## config.mk

```make
export PLATFORM = sky130hd
export DESIGN_NAME = eth_frame_tx
export DESIGN_NICKNAME = d
export VERILOG_FILES = /design/src/rtl/eth_pkg.sv /design/src/rtl/eth_crc32.sv /design/src/rtl/eth_frame_tx.sv
export SDC_FILE = /design/constraint.sdc
export NUM_CORES = 1
export LEC_CHECK = 0
export CELL_PAD_IN_SITES_DETAIL_PLACEMENT = 1
export CELL_PAD_IN_SITES_GLOBAL_PLACEMENT = 1
export CORE_UTILIZATION = 46
export DETAILED_ROUTE_END_ITERATION = 16
export DONT_BUFFER_PORTS = 1
export HOLD_SLACK_MARGIN = 0.06
export MAX_ROUTING_LAYER = met4
export PLACE_DENSITY = 0.9
export SKIP_LAST_GASP = 1
export SLEW_MARGIN = 20
export SYNTH_ARGS = -nofsm -noshare
export SYNTH_HDL_FRONTEND = slang
export SYNTH_SLANG_ARGS = --single-unit
export TNS_END_PERCENT = 50
```

## constraint.sdc

```tcl
create_clock -name clock -period 3.5 [get_ports clock]
set_input_delay 0.875 -clock clock [delete_from_list [all_inputs] [get_ports clock]]
set_output_delay 0.875 -clock clock [all_outputs]
set_load 0.005 [all_outputs]
```

## src/rtl/eth_pkg.sv

```systemverilog
// Shared constants for the Ethernet frame transmitter: FSM encodings,
// preamble/SFD bytes and the reflected CRC-32 parameters.
package eth_pkg;

  typedef logic [3:0] state_t;

  localparam state_t IDLE     = 4'd0;
  localparam state_t PREAMBLE = 4'd1;
  localparam state_t SFD      = 4'd2;
  localparam state_t MAC_DEST = 4'd3;
  localparam state_t MAC_SRC  = 4'd4;
  localparam state_t TYPE     = 4'd5;
  localparam state_t PAYLOAD  = 4'd6;
  localparam state_t PAD      = 4'd7;
  localparam state_t FCS      = 4'd8;
  localparam state_t IFG      = 4'd9;

  localparam logic [7:0] PREAMBLE_BYTE = 8'h55;
  localparam logic [7:0] SFD_BYTE      = 8'hD5;

  localparam logic [31:0] CRC_POLY_REFL = 32'hEDB88320;
  localparam logic [31:0] CRC_INIT      = 32'hFFFFFFFF;
  localparam logic [31:0] CRC_XOROUT    = 32'hFFFFFFFF;

  function automatic logic [31:0] crc32_byte(input logic [31:0] crc, input logic [7:0] data);
    logic [31:0] c;
    c = crc ^ {24'd0, data};
    for (int unsigned i = 0; i < 8; i++)
      c = c[0] ? ((c >> 1) ^ CRC_POLY_REFL) : (c >> 1);
    return c;
  endfunction

endpackage

```

## src/rtl/eth_crc32.sv

```systemverilog
// Byte-wide reflected CRC-32 accumulator; crc is the final-XORed FCS value.
import eth_pkg::*;

module eth_crc32 (
  input  logic        clock,
  input  logic        reset,
  input  logic        init,
  input  logic        en,
  input  logic [7:0]  data,
  output logic [31:0] crc
);

  logic [31:0] crc_q;

  always_ff @(posedge clock) begin
    if (reset || init)
      crc_q <= CRC_INIT;
    else if (en)
      crc_q <= crc32_byte(crc_q, data);
  end

  assign crc = crc_q ^ CRC_XOROUT;

endmodule

```

## src/rtl/eth_frame_tx.sv

```systemverilog
// Ethernet frame serializer: preamble, SFD, header, payload, zero pad, IFG.
// Define ETH_FRAME_TX_FCS_EN to append the CRC-32 FCS after the payload/pad.
import eth_pkg::*;

module eth_frame_tx #(
  parameter int unsigned PREAMBLE_LEN = 7,
  parameter int unsigned MIN_PAYLOAD  = 46,
  parameter int unsigned MAX_PAYLOAD  = 1500,
  parameter int unsigned IFG_BYTES    = 12
) (
  input  logic        clock,
  input  logic        reset,
  input  logic        start,
  input  logic [47:0] mac_dest,
  input  logic [47:0] mac_src,
  input  logic [15:0] eth_type,
  input  logic [10:0] payload_len,
  input  logic [7:0]  pl_data,
  input  logic        pl_valid,
  output logic        pl_ready,
  output logic [7:0]  tx_data,
  output logic        tx_valid,
  input  logic        tx_ready,
  output logic        tx_sof,
  output logic        tx_eof,
  output logic        busy,
  output logic        frame_done,
  output logic        len_err
);

  localparam logic [10:0] LAST_PRE = 11'(PREAMBLE_LEN - 1);
  localparam logic [10:0] LAST_IFG = 11'(IFG_BYTES - 1);
  localparam logic [10:0] MIN_LEN  = 11'(MIN_PAYLOAD);
  localparam logic [10:0] MAX_LEN  = 11'(MAX_PAYLOAD);

`ifdef ETH_FRAME_TX_FCS_EN
  localparam state_t DATA_DONE = FCS;
`else
  localparam state_t DATA_DONE = IFG;
`endif

  state_t       state, state_nxt;
  logic [10:0]  cnt;
  logic         step;
  logic [10:0]  len_q;
  logic [111:0] hdr_q;
  logic         fire;
  logic         needs_pad;
  logic [10:0]  pad_last;

  assign fire      = tx_valid && tx_ready;
  assign needs_pad = len_q < MIN_LEN;
  assign pad_last  = MIN_LEN - len_q - 11'd1;

  always_comb begin
    state_nxt = state;
    step      = 1'b0;
    case (state)
      IDLE:     if (start && payload_len <= MAX_LEN) state_nxt = PREAMBLE;
      PREAMBLE: if (fire) begin
                  if (cnt == LAST_PRE) state_nxt = SFD;
                  else step = 1'b1;
                end
      SFD:      if (fire) state_nxt = MAC_DEST;
      MAC_DEST: if (fire) begin
                  if (cnt == 11'd5) state_nxt = MAC_SRC;
                  else step = 1'b1;
                end
      MAC_SRC:  if (fire) begin
                  if (cnt == 11'd5) state_nxt = TYPE;
                  else step = 1'b1;
                end
      TYPE:     if (fire) begin
                  if (cnt == 11'd1)
                    state_nxt = (len_q != 11'd0) ? PAYLOAD : (needs_pad ? PAD : DATA_DONE);
                  else step = 1'b1;
                end
      PAYLOAD:  if (fire) begin
                  if (cnt == len_q - 11'd1) state_nxt = needs_pad ? PAD : DATA_DONE;
                  else step = 1'b1;
                end
      PAD:      if (fire) begin
                  if (cnt == pad_last) state_nxt = DATA_DONE;
                  else step = 1'b1;
                end
`ifdef ETH_FRAME_TX_FCS_EN
      FCS:      if (fire) begin
                  if (cnt == 11'd3) state_nxt = IFG;
                  else step = 1'b1;
                end
`endif
      IFG:      if (cnt == LAST_IFG) state_nxt = IDLE;
                else step = 1'b1;
      default:  state_nxt = IDLE;
    endcase
  end

  // Counter restarts on every state change so each field counts from zero.
  always_ff @(posedge clock) begin
    if (reset) begin
      state   <= IDLE;
      cnt     <= '0;
      len_q   <= '0;
      hdr_q   <= '0;
      len_err <= 1'b0;
    end else begin
      state   <= state_nxt;
      cnt     <= (state_nxt != state) ? '0 : (step ? cnt + 11'd1 : cnt);
      len_err <= (state == IDLE) && start && (payload_len > MAX_LEN);
      if (state == IDLE && state_nxt == PREAMBLE) begin
        hdr_q <= {mac_dest, mac_src, eth_type};
        len_q <= payload_len;
      end else if (fire && (state == MAC_DEST || state == MAC_SRC || state == TYPE)) begin
        hdr_q <= {hdr_q[103:0], 8'h00};
      end
    end
  end

`ifdef ETH_FRAME_TX_FCS_EN
  logic [31:0] fcs;
  logic [7:0]  fcs_byte;

  eth_crc32 u_crc32 (
    .clock (clock),
    .reset (reset),
    .init  (state == IDLE),
    .en    (fire && state >= MAC_DEST && state <= PAD),
    .data  (tx_data),
    .crc   (fcs)
  );

  always_comb begin
    case (cnt[1:0])
      2'd0:    fcs_byte = fcs[7:0];
      2'd1:    fcs_byte = fcs[15:8];
      2'd2:    fcs_byte = fcs[23:16];
      default: fcs_byte = fcs[31:24];
    endcase
  end
`endif

  always_comb begin
    tx_data  = '0;
    tx_valid = 1'b0;
    case (state)
      PREAMBLE: begin tx_data = PREAMBLE_BYTE;   tx_valid = 1'b1; end
      SFD:      begin tx_data = SFD_BYTE;        tx_valid = 1'b1; end
      MAC_DEST,
      MAC_SRC,
      TYPE:     begin tx_data = hdr_q[111:104];  tx_valid = 1'b1; end
      PAYLOAD:  begin tx_data = pl_data;         tx_valid = pl_valid; end
      PAD:      begin tx_data = '0;              tx_valid = 1'b1; end
`ifdef ETH_FRAME_TX_FCS_EN
      FCS:      begin tx_data = fcs_byte;        tx_valid = 1'b1; end
`endif
      default:  begin tx_data = '0;              tx_valid = 1'b0; end
    endcase
  end

  assign pl_ready   = (state == PAYLOAD) && tx_ready;
  assign tx_sof     = (state == PREAMBLE) && (cnt == 11'd0);
  assign busy       = (state != IDLE);
  assign frame_done = (state == IFG) && (cnt == LAST_IFG);

`ifdef ETH_FRAME_TX_FCS_EN
  assign tx_eof = (state == FCS) && (cnt == 11'd3);
`else
  assign tx_eof = ((state == PAYLOAD) && tx_valid && (cnt == len_q - 11'd1) && !needs_pad) ||
                  ((state == PAD) && (cnt == pad_last));
`endif

endmodule

```

# After elaboration in Yosys (flattened, before gate mapping)
# Cells that the tools add are included.
[word_totals] wordCells=88 output_inout_bits=15 register_bits=139 inputBits=136
[classes] eq_ne=16 n_addsub=4 n_lt_le_gt_ge=3 n_reduce_logical=26 muxes=34
[op_table] cell="2-to-1 mux 112 bit" count=2
[op_table] cell="2-to-1 mux 4 bit" count=17
[op_table] cell="one-hot mux 4 bit (9 select lines)" count=1
[op_table] cell="one-hot mux 8 bit (4 select lines)" count=1
[op_table] cell="== test 11 bit" count=2
[op_table] cell="== test 11 x 3 -> 1 bit, second input constant" count=2
[op_table] cell="subtractor 11 x 1 -> 11 bit, second input constant" count=2
[op_table] cell="== test 4 x 3 -> 1 bit, second input constant" count=4
[op_table] cell="logical AND 1 bit" count=13
[op_table] cell="adder 11 x 1 -> 11 bit, second input constant" count=1
[op_table] cell="== test 11 x 1 -> 1 bit, second input constant" count=1
[op_table] cell="== test 11 x 4 -> 1 bit, second input constant" count=1
[op_table] cell="greater-than comparator 11 bit, second input constant" count=1
[op_table] cell="less-or-equal comparator 11 bit, second input constant" count=1
[op_table] cell="zero test 11 bit" count=1
[op_table] cell="less-than comparator 11 x 6 -> 1 bit, second input constant" count=1
[op_table] cell="2-to-1 mux 1 bit" count=11
[op_table] cell="nonzero test 11 bit" count=1
[op_table] cell="subtractor 6 x 11 -> 11 bit, first input constant" count=1
[op_table] cell="== test 4 x 1 -> 1 bit, second input constant" count=2
[op_table] cell="== test 4 x 2 -> 1 bit, second input constant" count=2
[op_table] cell="one-hot mux 1 bit (6 select lines)" count=1
[op_table] cell="OR reduction 6 bit" count=1
[op_table] cell="== test 4 bit, second input constant" count=1
[op_table] cell="9 further kinds" count=12

# Longest topological paths before layout
[depth] ltp_word=9 depth_mapped=11 depth_no_buf=10

# Worst setup path before layout
# Ideal clock, no wire load.
[synth_timing] kind="reg2out" from="reg len_q[4]" to="out tx_eof" arrival_time_ps=2184 slack_ps=441 path_buffers=2 required_time_ps=2625 stages_incl_launch_ff=10 path_cell_list="dfxtp_1 buf_6 or3_4 buf_6 nor4_4 xnor2_1 nor4_4 nand4_1 o31ai_1 and2_1"
[synth_between] elab_chain_len=5 elab_cells_between_ends=11 classes_between="add/sub (3); order compare (1); eq/ne (2); reduce/logical (5)"
[synth_lines] item="from (decl)" line="eth_frame_tx.sv:45" text="logic [10:0] len_q;"
[synth_lines] item="from (signal assigned)" line="eth_frame_tx.sv:112" text="len_q <= payload_len;"
[synth_lines] item="subtractor 6 x 11 -> 11 bit or subtractor 11 x 1 -> 11 bit (tied branches)" line="eth_frame_tx.sv:53, eth_frame_tx.sv:168"
[synth_lines] item="subtractor 11 x 1 -> 11 bit or == test 11 bit (tied branches)" line="eth_frame_tx.sv:53, eth_frame_tx.sv:168"
[synth_lines] item="== test 11 bit or logical AND 1 bit (tied branches)" line="eth_frame_tx.sv:169, eth_frame_tx.sv:168"
[synth_lines] item="logical AND 1 bit, on equally long branches" line="eth_frame_tx.sv:169, eth_frame_tx.sv:168"
[synth_lines] item="logical OR 1 bit *" line="eth_frame_tx.sv:168" text="assign tx_eof = ((state == PAYLOAD) && tx_valid && (cnt == len_q - 11'd1) && !needs_pad) ||"
[synth_lines] item="to (decl)" line="eth_frame_tx.sv:25" text="output logic tx_eof,"
# Mark *: on every way between the ends. The rest lies on a longest branch, timed or not.

# Final worst setup path
[layout_timing] from="reg len_q[3]" to="out tx_eof"
# Same word-level chain as after synthesis.

==> impl_metrics.ini <==
[clock_network]
cts_buffers = 17
clock-sinks = 139
clock-root-buffer = clkbuf_16
cts_tree = built
holdBufCountCts = 0
clk-insertion-delay-late_ps = 430
max-clock-path-buffers = 2
h-tree-depth = 4
clkTransAtPathRegs_ps = 70

[yosys]
synth_fa_ha_area_share_pct = 1.53
syn_avg_cell_area_um2 = 7.51
yosys.area_share.simple_pct = 28.8
synthFlopType = dfxtp_1
ys_ff_latch = 139
ys_seq_area_share_pct = 37.9
netlist_instances = 978
ys_types = 65
yosysWarnings = 0
syn_nets = 1123
synth_top_family_by_area = simple AND/OR/NAND/NOR gates
synthMuxAreaShare_pct = 0.136
synthArstFlopShare_pct = 0
synth_area_mm2 = 0.00735
synth_compound_area_share_pct = 24.0
synthXorXnorAreaFrac_pct = 2.03
synth-edff-count = 0

[critical_path]
crit_type = flop to primary output
cp-start-kind = flop
r2r_slack_ps = 150
crit_arrival_ps = 2590
r2r-start = len_q[5]$_SDFFE_PP0P_
path_depth = 8
required_ps = 2620
cp-endpoint = tx_eof
r2r_cells = 14
slowest_stage = o31ai_1
cp-startpoint = len_q[3]$_SDFFE_PP0P_
end_kind = primary output
reg2reg_to = cnt[10]$_SDFFE_PP0P_
path_buf_inv = 1
cp_top_family = simple AND/OR/NAND/NOR gates
path_max_fanout = 13
worstPathCellList = buf_4, nand4_1, and4_1, o21a_1, o31ai_1, nand3b_1, o31ai_2, and2_1
critPathMaxStageDelay_ps = 410

[grt]
use_met1_pct = 34.5
antenna_found_initial = 0
grt_pass1_vias = 6855
met3_usage_pct = 5.99
top_usage_layer = met2
grt_use_met2_pct = 45.9
grt_pass1_wl_um = 35400
track_usage_pct = 28.1
grt_max_degree = 127
overflow = 0

[place]
portBuffers = 0
postPlaceCellArea_mm2 = 0.00753
globalplace.congestion = 0.934
dp_slack_ps = 265
place_hpwl_um = 15200

[sta]
slew_headroom_pct = 50.1
tightest_slew_ps = 748
drv_slew = 0
setup_ws_ps = 37.6
fin_hold_ws_ps = 471
max_freq_mhz = 289
setup_violations = 0
post-route-period-util_pct = 98.9
fin_skew_ps = 10.1
timing.final.hold_violations = 0
min_period_ps = 3460

[die]
die_area_mm2 = 0.0165
die_x_um = 128
die_h_um = 128
start_util_pct = 47.8
core_mm2 = 0.0154
fp-row-count = 45
ioPinCount = 151

[power]
p_seq_share_pct = 44.4
ir_worst_vdd_mv = 0.325
power_density_mw_per_mm2 = 485
finalPower_mw = 4.04
p_int_mw = 2.90
clkPwrFrac_pct = 43.3
switchingPower_mw = 1.14
p_leak_nw = 2.88
power_frac_comb_pct = 12.3
sw_frac_of_total_pct = 28.1

[finish]
final_common_cell = nand2_1
fin_area_mm2 = 0.00832
drive_above_1_share_pct = 12.7
area_growth_pct = 13.2
diodes = 0
final_cell_mix = nand2_1 (260), nor2_1 (135), dfxtp_1 (135), a311oi_1 (104), buf_4 (35)
nets = 1095

[route]
via_per_inst = 6.04
drtIter0Drc = 515
wirelength_um = 22900
ant_nets = 0
wire_per_inst_um = 19.5
first_pass_iters = 4
drc = 0
via_count = 7095

[flow_run]
cap_violations = 0

[outcome]
status = completed

[min_path]
min_from = hdr_q[96]$_SDFFE_PP0P_
hp-class = flop to flop
-- timing repair --
action,CTS,global route
resized for setup,5,23
buffers inserted,9,5
hold endpoints to repair,0,0
pin swaps,4,11
setup endpoints to repair,1,12
-- worst min path at each step --
stage | to | slack, ps | depth (start not counted)
6_report | hdr_q[104]$_SDFFE_PP0P_ | 470 | 2
4_1_cts | hdr_q[1]$_SDFFE_PP0P_ | 470 | 2
5_1_grt | hdr_q[0]$_SDFFE_PP0P_ | 490 | 2
2_1_floorplan | hdr_q[0]$_SDFFE_PP0P_ | 450 | 2
3_5_place_dp | hdr_q[0]$_SDFFE_PP0P_ | 460 | 2
3_3_place_gp | hdr_q[7]$_SDFFE_PP0P_ | 450 | 2
-- area by class of cell --
cell class | count | area (um2)
Fill cell | 1881 | 7050
Multi-Input combinational cell | 738 | 4280
Sequential cell | 139 | 2790
Clock buffer | 17 | 425
Timing Repair Buffer | 40 | 363
Tap cell | 211 | 264
Clock inverter | 15 | 141
Inverter | 14 | 55.1
-- logic make-up after synthesis --
logic type      after synthesis
buf+inv                     101
mux                           1
simple gates                490
xor+xnor                     17
fa+ha+maj                     9
compound gates              221
flops                       139
-- routing by layer --
| layer | vias to the layer above | wire [um] |
|---|---|---|
| met5 | - | 0 |
| met4 | 0 | 407 |
| met3 | 40 | 1220 |
| met2 | 203 | 11200 |
| met1 | 3429 | 10100 |
| li1 | 3423 | - |
-- Yosys cell counts, types with 3 or more instances --
master,count,area (um2)
buf_1,7,26.3
nand2_1,261,980
clkbuf_1,70,263
a311oi_1,104,911
or3_1,4,25.0
o31ai_1,10,75.1
a211oi_2,10,125
ha_1,9,113
and3_1,4,25.0
a31oi_1,7,43.8
or4_1,8,60.1
buf_2,6,30.0
a21boi_1,3,22.5
o21bai_1,3,22.5
a21oi_1,33,165
xor2_1,6,52.6
a221oi_1,4,35.0
buf_6,4,45.0
inv_1,14,52.6
and2_1,5,31.3
nor3_1,12,60.1
nand3_1,21,105
nand4_1,6,37.5
nor2_1,135,507
xnor2_1,11,96.3
o21ai_0,13,65.1
nor4_1,3,18.8
a32oi_1,4,35.0
nor2b_1,4,25.0
nand2b_1,9,56.3
dfxtp_1,139,2780
o21ai_1,4,20.0
-- power groups by stage --
stage / clock network [mW] / logic (mW) / registers (mW)
global route: 1.84 / 0.544 / 1.81
floorplan: 0 / 0.389 / 1.79
CTS: 1.78 / 0.464 / 1.79
global placement: 0 / 0.440 / 1.82
detailed placement: 0 / 0.456 / 1.82
finish: 1.75 / 0.495 / 1.79
-- through the flow --
step	utilization [%]	TNS, ps	cells
after floorplan	-	0	978
after global placement	49.0	0	1128
after detailed placement	49.0	0	1128
after CTS	53.2	0	1169
after global routing	54.1	-36.3	1174
final	54.1	0	1174
-- worst min-delay path, delay by kind of cell (launching register included) --
kind,cells,cell delay (ps)
AO/OA/AOI/OAI,1,70
flip-flops,1,310
AND/OR/NAND/NOR,1,50
-- registers in the layout, summed over array words and instances, names as in the netlist --
signal,cells
cnt,11
hdr_q,112
len_q,11
state,4
len_err,1
No activity file was read; power rests on OpenSTA's default activity.
